**src/rtl/view_trig_sequencer.sv**
```systemverilog
// Camera basis sequencer: four shared trig lookups, four serial products from one
// multiplier, and an atomic commit of the nine forward/up/right components.
module view_trig_sequencer #(
  parameter int TRIG_TIMEOUT = 255
) (
  input  logic               clk_100mhz,
  input  logic               rst_in,
  input  logic               start,
  input  logic [15:0]        pitch,
  input  logic [15:0]        yaw,
  output logic               trig_req,
  output logic [7:0]         trig_angle,
  output logic               trig_is_cos,
  input  logic               trig_valid,
  input  logic signed [15:0] trig_value,
  output logic               busy,
  output logic               done,
  output logic               timeout,
  output logic signed [15:0] x_forward,
  output logic signed [15:0] y_forward,
  output logic signed [15:0] z_forward,
  output logic signed [15:0] x_up,
  output logic signed [15:0] y_up,
  output logic signed [15:0] z_up,
  output logic signed [15:0] x_right,
  output logic signed [15:0] y_right,
  output logic signed [15:0] z_right
);

  localparam int CW = $clog2(TRIG_TIMEOUT + 1);
  localparam logic [CW:0] TIMEOUT_C = (CW + 1)'(TRIG_TIMEOUT);

  typedef enum logic [2:0] {IDLE, REQ, WAIT, MUL, COMMIT} state_t;

  state_t            state_q, state_d;
  logic [1:0]        k_q, k_d;
  logic [1:0]        m_q, m_d;
  logic [CW-1:0]     cnt_q, cnt_d;
  logic [CW:0]       cnt_inc;
  logic              timeout_q, timeout_d;
  logic              accept;
  logic [7:0]        pitch_idx_q, yaw_idx_q;
  logic signed [15:0] slot_q [4];
  logic signed [15:0] p0_q, p1_q, p2_q;
  logic signed [15:0] xf_q, yf_q, zf_q, xu_q, yu_q, zu_q, xr_q, zr_q;
  logic signed [31:0] op_a, op_b, product, prod_shift;
  logic signed [15:0] mul_res;
  logic              unused_lsbs;

  // Slots hold sin(pitch), cos(pitch), sin(yaw), cos(yaw) in lookup order.
  wire logic signed [15:0] sp = slot_q[0];
  wire logic signed [15:0] cp = slot_q[1];
  wire logic signed [15:0] sy = slot_q[2];
  wire logic signed [15:0] cy = slot_q[3];

  assign unused_lsbs = ^{pitch[7:0], yaw[7:0]};
  assign cnt_inc     = {1'b0, cnt_q} + {{CW{1'b0}}, 1'b1};

  // m=0..3 selects cp*sy, cp*cy, sp*sy, sp*cy.
  assign op_a       = m_q[1] ? {{16{sp[15]}}, sp} : {{16{cp[15]}}, cp};
  assign op_b       = m_q[0] ? {{16{cy[15]}}, cy} : {{16{sy[15]}}, sy};
  assign product    = op_a * op_b;
  assign prod_shift = product >>> 14;
  assign mul_res    = prod_shift[15:0];

  always_comb begin
    state_d     = state_q;
    k_d         = k_q;
    m_d         = m_q;
    cnt_d       = cnt_q;
    timeout_d   = 1'b0;
    accept      = 1'b0;
    trig_req    = 1'b0;
    trig_angle  = 8'd0;
    trig_is_cos = 1'b0;
    busy        = 1'b0;
    done        = 1'b0;
    case (state_q)
      IDLE, COMMIT: begin
        done    = (state_q == COMMIT);
        state_d = IDLE;
        if (start) begin
          accept  = 1'b1;
          k_d     = 2'd0;
          state_d = REQ;
        end
      end
      REQ: begin
        busy        = 1'b1;
        trig_req    = 1'b1;
        trig_angle  = k_q[1] ? yaw_idx_q : pitch_idx_q;
        trig_is_cos = k_q[0];
        cnt_d       = '0;
        state_d     = WAIT;
      end
      WAIT: begin
        busy = 1'b1;
        if (trig_valid) begin
          if (k_q == 2'd3) begin
            m_d     = 2'd0;
            state_d = MUL;
          end else begin
            k_d     = k_q + 2'd1;
            state_d = REQ;
          end
        end else if (cnt_inc == TIMEOUT_C) begin
          timeout_d = 1'b1;
          state_d   = IDLE;
        end else begin
          cnt_d = cnt_inc[CW-1:0];
        end
      end
      MUL: begin
        busy = 1'b1;
        m_d  = m_q + 2'd1;
        if (m_q == 2'd3) state_d = COMMIT;
      end
      default: state_d = IDLE;
    endcase
  end

  always_ff @(posedge clk_100mhz or posedge rst_in) begin
    if (rst_in) begin
      state_q     <= IDLE;
      k_q         <= 2'd0;
      m_q         <= 2'd0;
      cnt_q       <= '0;
      timeout_q   <= 1'b0;
      pitch_idx_q <= 8'd0;
      yaw_idx_q   <= 8'd0;
      for (int i = 0; i < 4; i++) slot_q[i] <= '0;
      p0_q <= '0; p1_q <= '0; p2_q <= '0;
      xf_q <= '0; yf_q <= '0; zf_q <= '0;
      xu_q <= '0; yu_q <= '0; zu_q <= '0;
      xr_q <= '0; zr_q <= '0;
    end else begin
      state_q   <= state_d;
      k_q       <= k_d;
      m_q       <= m_d;
      cnt_q     <= cnt_d;
      timeout_q <= timeout_d;
      if (accept) begin
        pitch_idx_q <= pitch[15:8];
        yaw_idx_q   <= yaw[15:8];
      end
      if (state_q == WAIT && trig_valid) slot_q[k_q] <= trig_value;
      if (state_q == MUL) begin
        case (m_q)
          2'd0: p0_q <= mul_res;
          2'd1: p1_q <= mul_res;
          2'd2: p2_q <= mul_res;
          default: begin
            // Last product feeds the commit directly so outputs land with done.
            xf_q <= p0_q;  yf_q <= -sp;  zf_q <= p1_q;
            xu_q <= p2_q;  yu_q <= cp;   zu_q <= mul_res;
            xr_q <= cy;    zr_q <= -sy;
          end
        endcase
      end
    end
  end

  assign timeout   = timeout_q;
  assign x_forward = xf_q;
  assign y_forward = yf_q;
  assign z_forward = zf_q;
  assign x_up      = xu_q;
  assign y_up      = yu_q;
  assign z_up      = zu_q;
  assign x_right   = xr_q;
  assign y_right   = 16'sd0;
  assign z_right   = zr_q;

endmodule

```
**config.mk**
```make
export PLATFORM = sky130hd
export DESIGN_NAME = view_trig_sequencer
export DESIGN_NICKNAME = d
export VERILOG_FILES = /design/src/rtl/view_trig_sequencer.sv
export SDC_FILE = /design/constraint.sdc
export NUM_CORES = 1
export LEC_CHECK = 0
export BUFFER_PORTS_ARGS = -buffer_cell sky130_fd_sc_hd__buf_2
export CORE_MARGIN = 1
export CORE_UTILIZATION = 50
export DETAILED_ROUTE_END_ITERATION = 8
export GPL_ROUTABILITY_DRIVEN = 0
export PLACE_DENSITY = 0.81
export SYNTH_ARGS = -nofsm -noshare
export SYNTH_HDL_FRONTEND = slang
export SYNTH_SLANG_ARGS = --single-unit
```
**constraint.sdc**
```tcl
create_clock -name clk_100mhz -period 11.96 [get_ports clk_100mhz]
set_input_delay 2.392 -clock clk_100mhz [delete_from_list [all_inputs] [get_ports clk_100mhz]]
set_output_delay 2.392 -clock clk_100mhz [all_outputs]
set_load 0.02 [all_outputs]
```
==> results.json <==
{
  "setup_viol": 0,
  "netlist_top_cells_area": "dfrtp_1 30%, fa_1 27%, mux2_2 8.5%, ha_1 7.4%, inv_1 6.0%",
  "tightest_slew_ns": 1.342,
  "required_ns": 12.33,
  "drive_above_1_share": 0.1810,
  "first_pass_iters": 5,
  "final_nets": 2796,
  "vias": 15580,
  "yosysWarnings": 0,
  "final_antenna_net_count": 0,
  "track_usage": 0.2347,
  "synth_cell_type_count": 53,
  "r2r_slack_ns": 2.94,
  "die-area_um2": 45920,
  "rr_startpoint": "m_q[0]",
  "critPathLaunchType": "register",
  "die_w_um": 214.3,
  "outcome": "complete, no violations",
  "synth_ff_type": "dfrtp_1",
  "postCtsSetupBuffers": 0,
  "fin_crit_sh": 0.7542,
  "core_um2": 44320,
  "initial_core_util": 0.5084,
  "die_h_um": 214.3,
  "n_fill_cell": 3621,
  "ctsHoldBuffers": 0,
  "hp-class": "reg2reg",
  "yosys_register_bits": 272,
  "tns_ns": 0,
  "hp-start": "z_up[7]",
  "top_level_ports": 209,
  "avgRoutedWirePerCell_um": 18.02,
  "syn_area_per_cell_um2": 10.45,
  "fin_skew_ns": 0.01938,
  "rsz0062_at_grt": "no",
  "syn_area_um2": 22530,
  "htreeDepth": 1,
  "critPathKind": "reg2reg",
  "syn_inst": 2156,
  "antenna_found_initial": 1,
  "clock_path_buffers": 3,
  "drc": 0,
  "r2r_end": "p1_q[15]",
  "drt_wl_total_um": 52600,
  "period_minus_slack_ns": 9.020,
  "grt_max_degree": 142,
  "final-max-slew-violation-count": 0,
  "synthMostInstantiatedCell": "inv_1",
  "yosysTopAreaCell": "dfrtp_1",
  "synth_top_area_frac": 0.3021,
  "min_path_cells": 2,
  "synth.cells.most_frequent": "361 x inv_1, 303 x fa_1, 272 x dfrtp_1, 266 x nand2_1, 186 x nor2_1",
  "critPathMaxFanout": 29,
  "min_to": "z_up[7]",
  "area_growth_pct": 10.45,
  "cts_resized": 0,
  "critical_path.endpoint_type": "register",
  "slew_headroom": 0.07991,
  "port_buffers": 176,
  "max_freq_mhz": 110.9,
  "hold_viol_final": 0,
  "reg2reg_depth": 26,
  "async_reset_ff_frac": 1.000,
  "synth_enable_flop_cells": 0,
  "rows": 77,
  "worst-endpoint-arrival_ns": 9.39,
  "drv_cap": 0,
  "path_clk_slew_ns": 0.06,
  "grt_pass1_wl_um": 86510,
  "grt_pass1_vias": 16572,
  "clock_sinks": 272,
  "insertion_delay_ns": 0.55,
  "seq_area_frac_synth": 0.3021,
  "routed_via_density": 5.337,
  "clockRootBuffer": "clkbuf_16",
  "cts_tree": "done",
  "gr-total-overflow": 0,
  "post-dp-hpwl_um": 42130,
  "drtIter0Drc": 1142,
  "cts_inserted_buffers": 27
}
metal layers:
layer	GRT usage	share of wire
met4	0.07333	0.029
met2	0.3855	0.47
met5	0	0
met1	0.3197	0.43
met3	0.03901	0.071
stage by stage:
step	hold slack, ns	std cells	area (um2)	worst slack [ns]	util
final	0.4763	2919	24890	2.940	0.5616
after global routing	0.4951	2918	24890	2.540	0.5615
after CTS	0.4775	2918	24890	2.976	0.5615
after detailed placement	0.4623	2871	23970	2.986	0.5409
after global placement	0.4565	2871	23970	3.270	0.5409
after floorplan	0.4450	2171	22590	2.073	-
worst max path at each step:
stage	startpoint	end	cells past startpoint
after floorplan	rst_in	cnt_q[0]	1
after global placement	m_q[0]	z_up[15]	26
after detailed placement	m_q[0]	p2_q[15]	26
after CTS	m_q[0]	p2_q[15]	26
after global routing	m_q[0]	p0_q[15]	28
final	m_q[0]	p1_q[15]	26
area by class of cell:
type	count	area (um2)	area share
Clock buffer	36	749.5	0.03011
Antenna cell	1	2.502	0.0001005
Sequential cell	272	6807	0.2735
Clock inverter	11	163.9	0.006586
Multi-Input combinational cell	1453	14050	0.5647
Tap cell	592	740.7	0.02976
Timing Repair Buffer	193	1008	0.04052
Inverter	361	1363	0.05475
worst max-delay path: stages, from the launching register on:
cell	delay, ns
dfrtp_1	0.39
buf_4	0.42
mux2i_2	0.94
nor2_1	0.17
fa_1	0.58
fa_1	0.45
fa_1	0.55
inv_1	0.06
fa_1	0.52
inv_1	0.08
fa_1	0.51
inv_1	0.06
fa_1	0.53
inv_1	0.05
fa_1	0.47
inv_1	0.05
fa_1	0.47
inv_1	0.05
ha_1	0.40
a21o_1	0.24
a31oi_1	0.16
o311ai_0	0.20
nand3b_1	0.24
o21ai_2	0.25
o221ai_2	0.14
xnor2_1	0.74
o21ai_1	0.11
kinds of logic after synthesis:
family,after synthesis,synth area share
AO/OA/AOI/OAI,175,0.04553
XOR/XNOR,78,0.03093
adder cells (fa/ha/maj),436,0.3431
buffers and inverters,446,0.07724
flip-flops,272,0.3021
multiplexers,208,0.1018
other,1,0.0001664
AND/OR/NAND/NOR,540,0.09917
cell usage in the layout (no fill, tap or decap), types with 3 or more instances in the layout:
cell	n
a31oi_1	5
inv_1	360
dfrtp_1	272
clkbuf_16	27
nand3_1	15
mux2_2	170
and2_1	6
buf_2	176
or2_2	4
bufinv_16	4
o21a_1	3
conb_1	16
a211oi_1	4
nor2_1	186
or4_1	8
ha_1	133
clkinv_2	4
a21oi_1	12
o21bai_1	4
nand4_1	6
nand2b_1	22
clkbuf_8	4
nor4_1	5
mux2i_1	37
nor3_1	11
nand3b_1	3
a21o_1	7
fa_1	303
buf_4	17
o21ai_1	36
clkbuf_1	5
o31ai_1	5
xnor2_1	48
xor2_1	29
o21ai_0	82
nand2_1	265
Power is not shown: default switching activity piles up to over one toggle a cycle in this logic, so the estimate is an artifact.
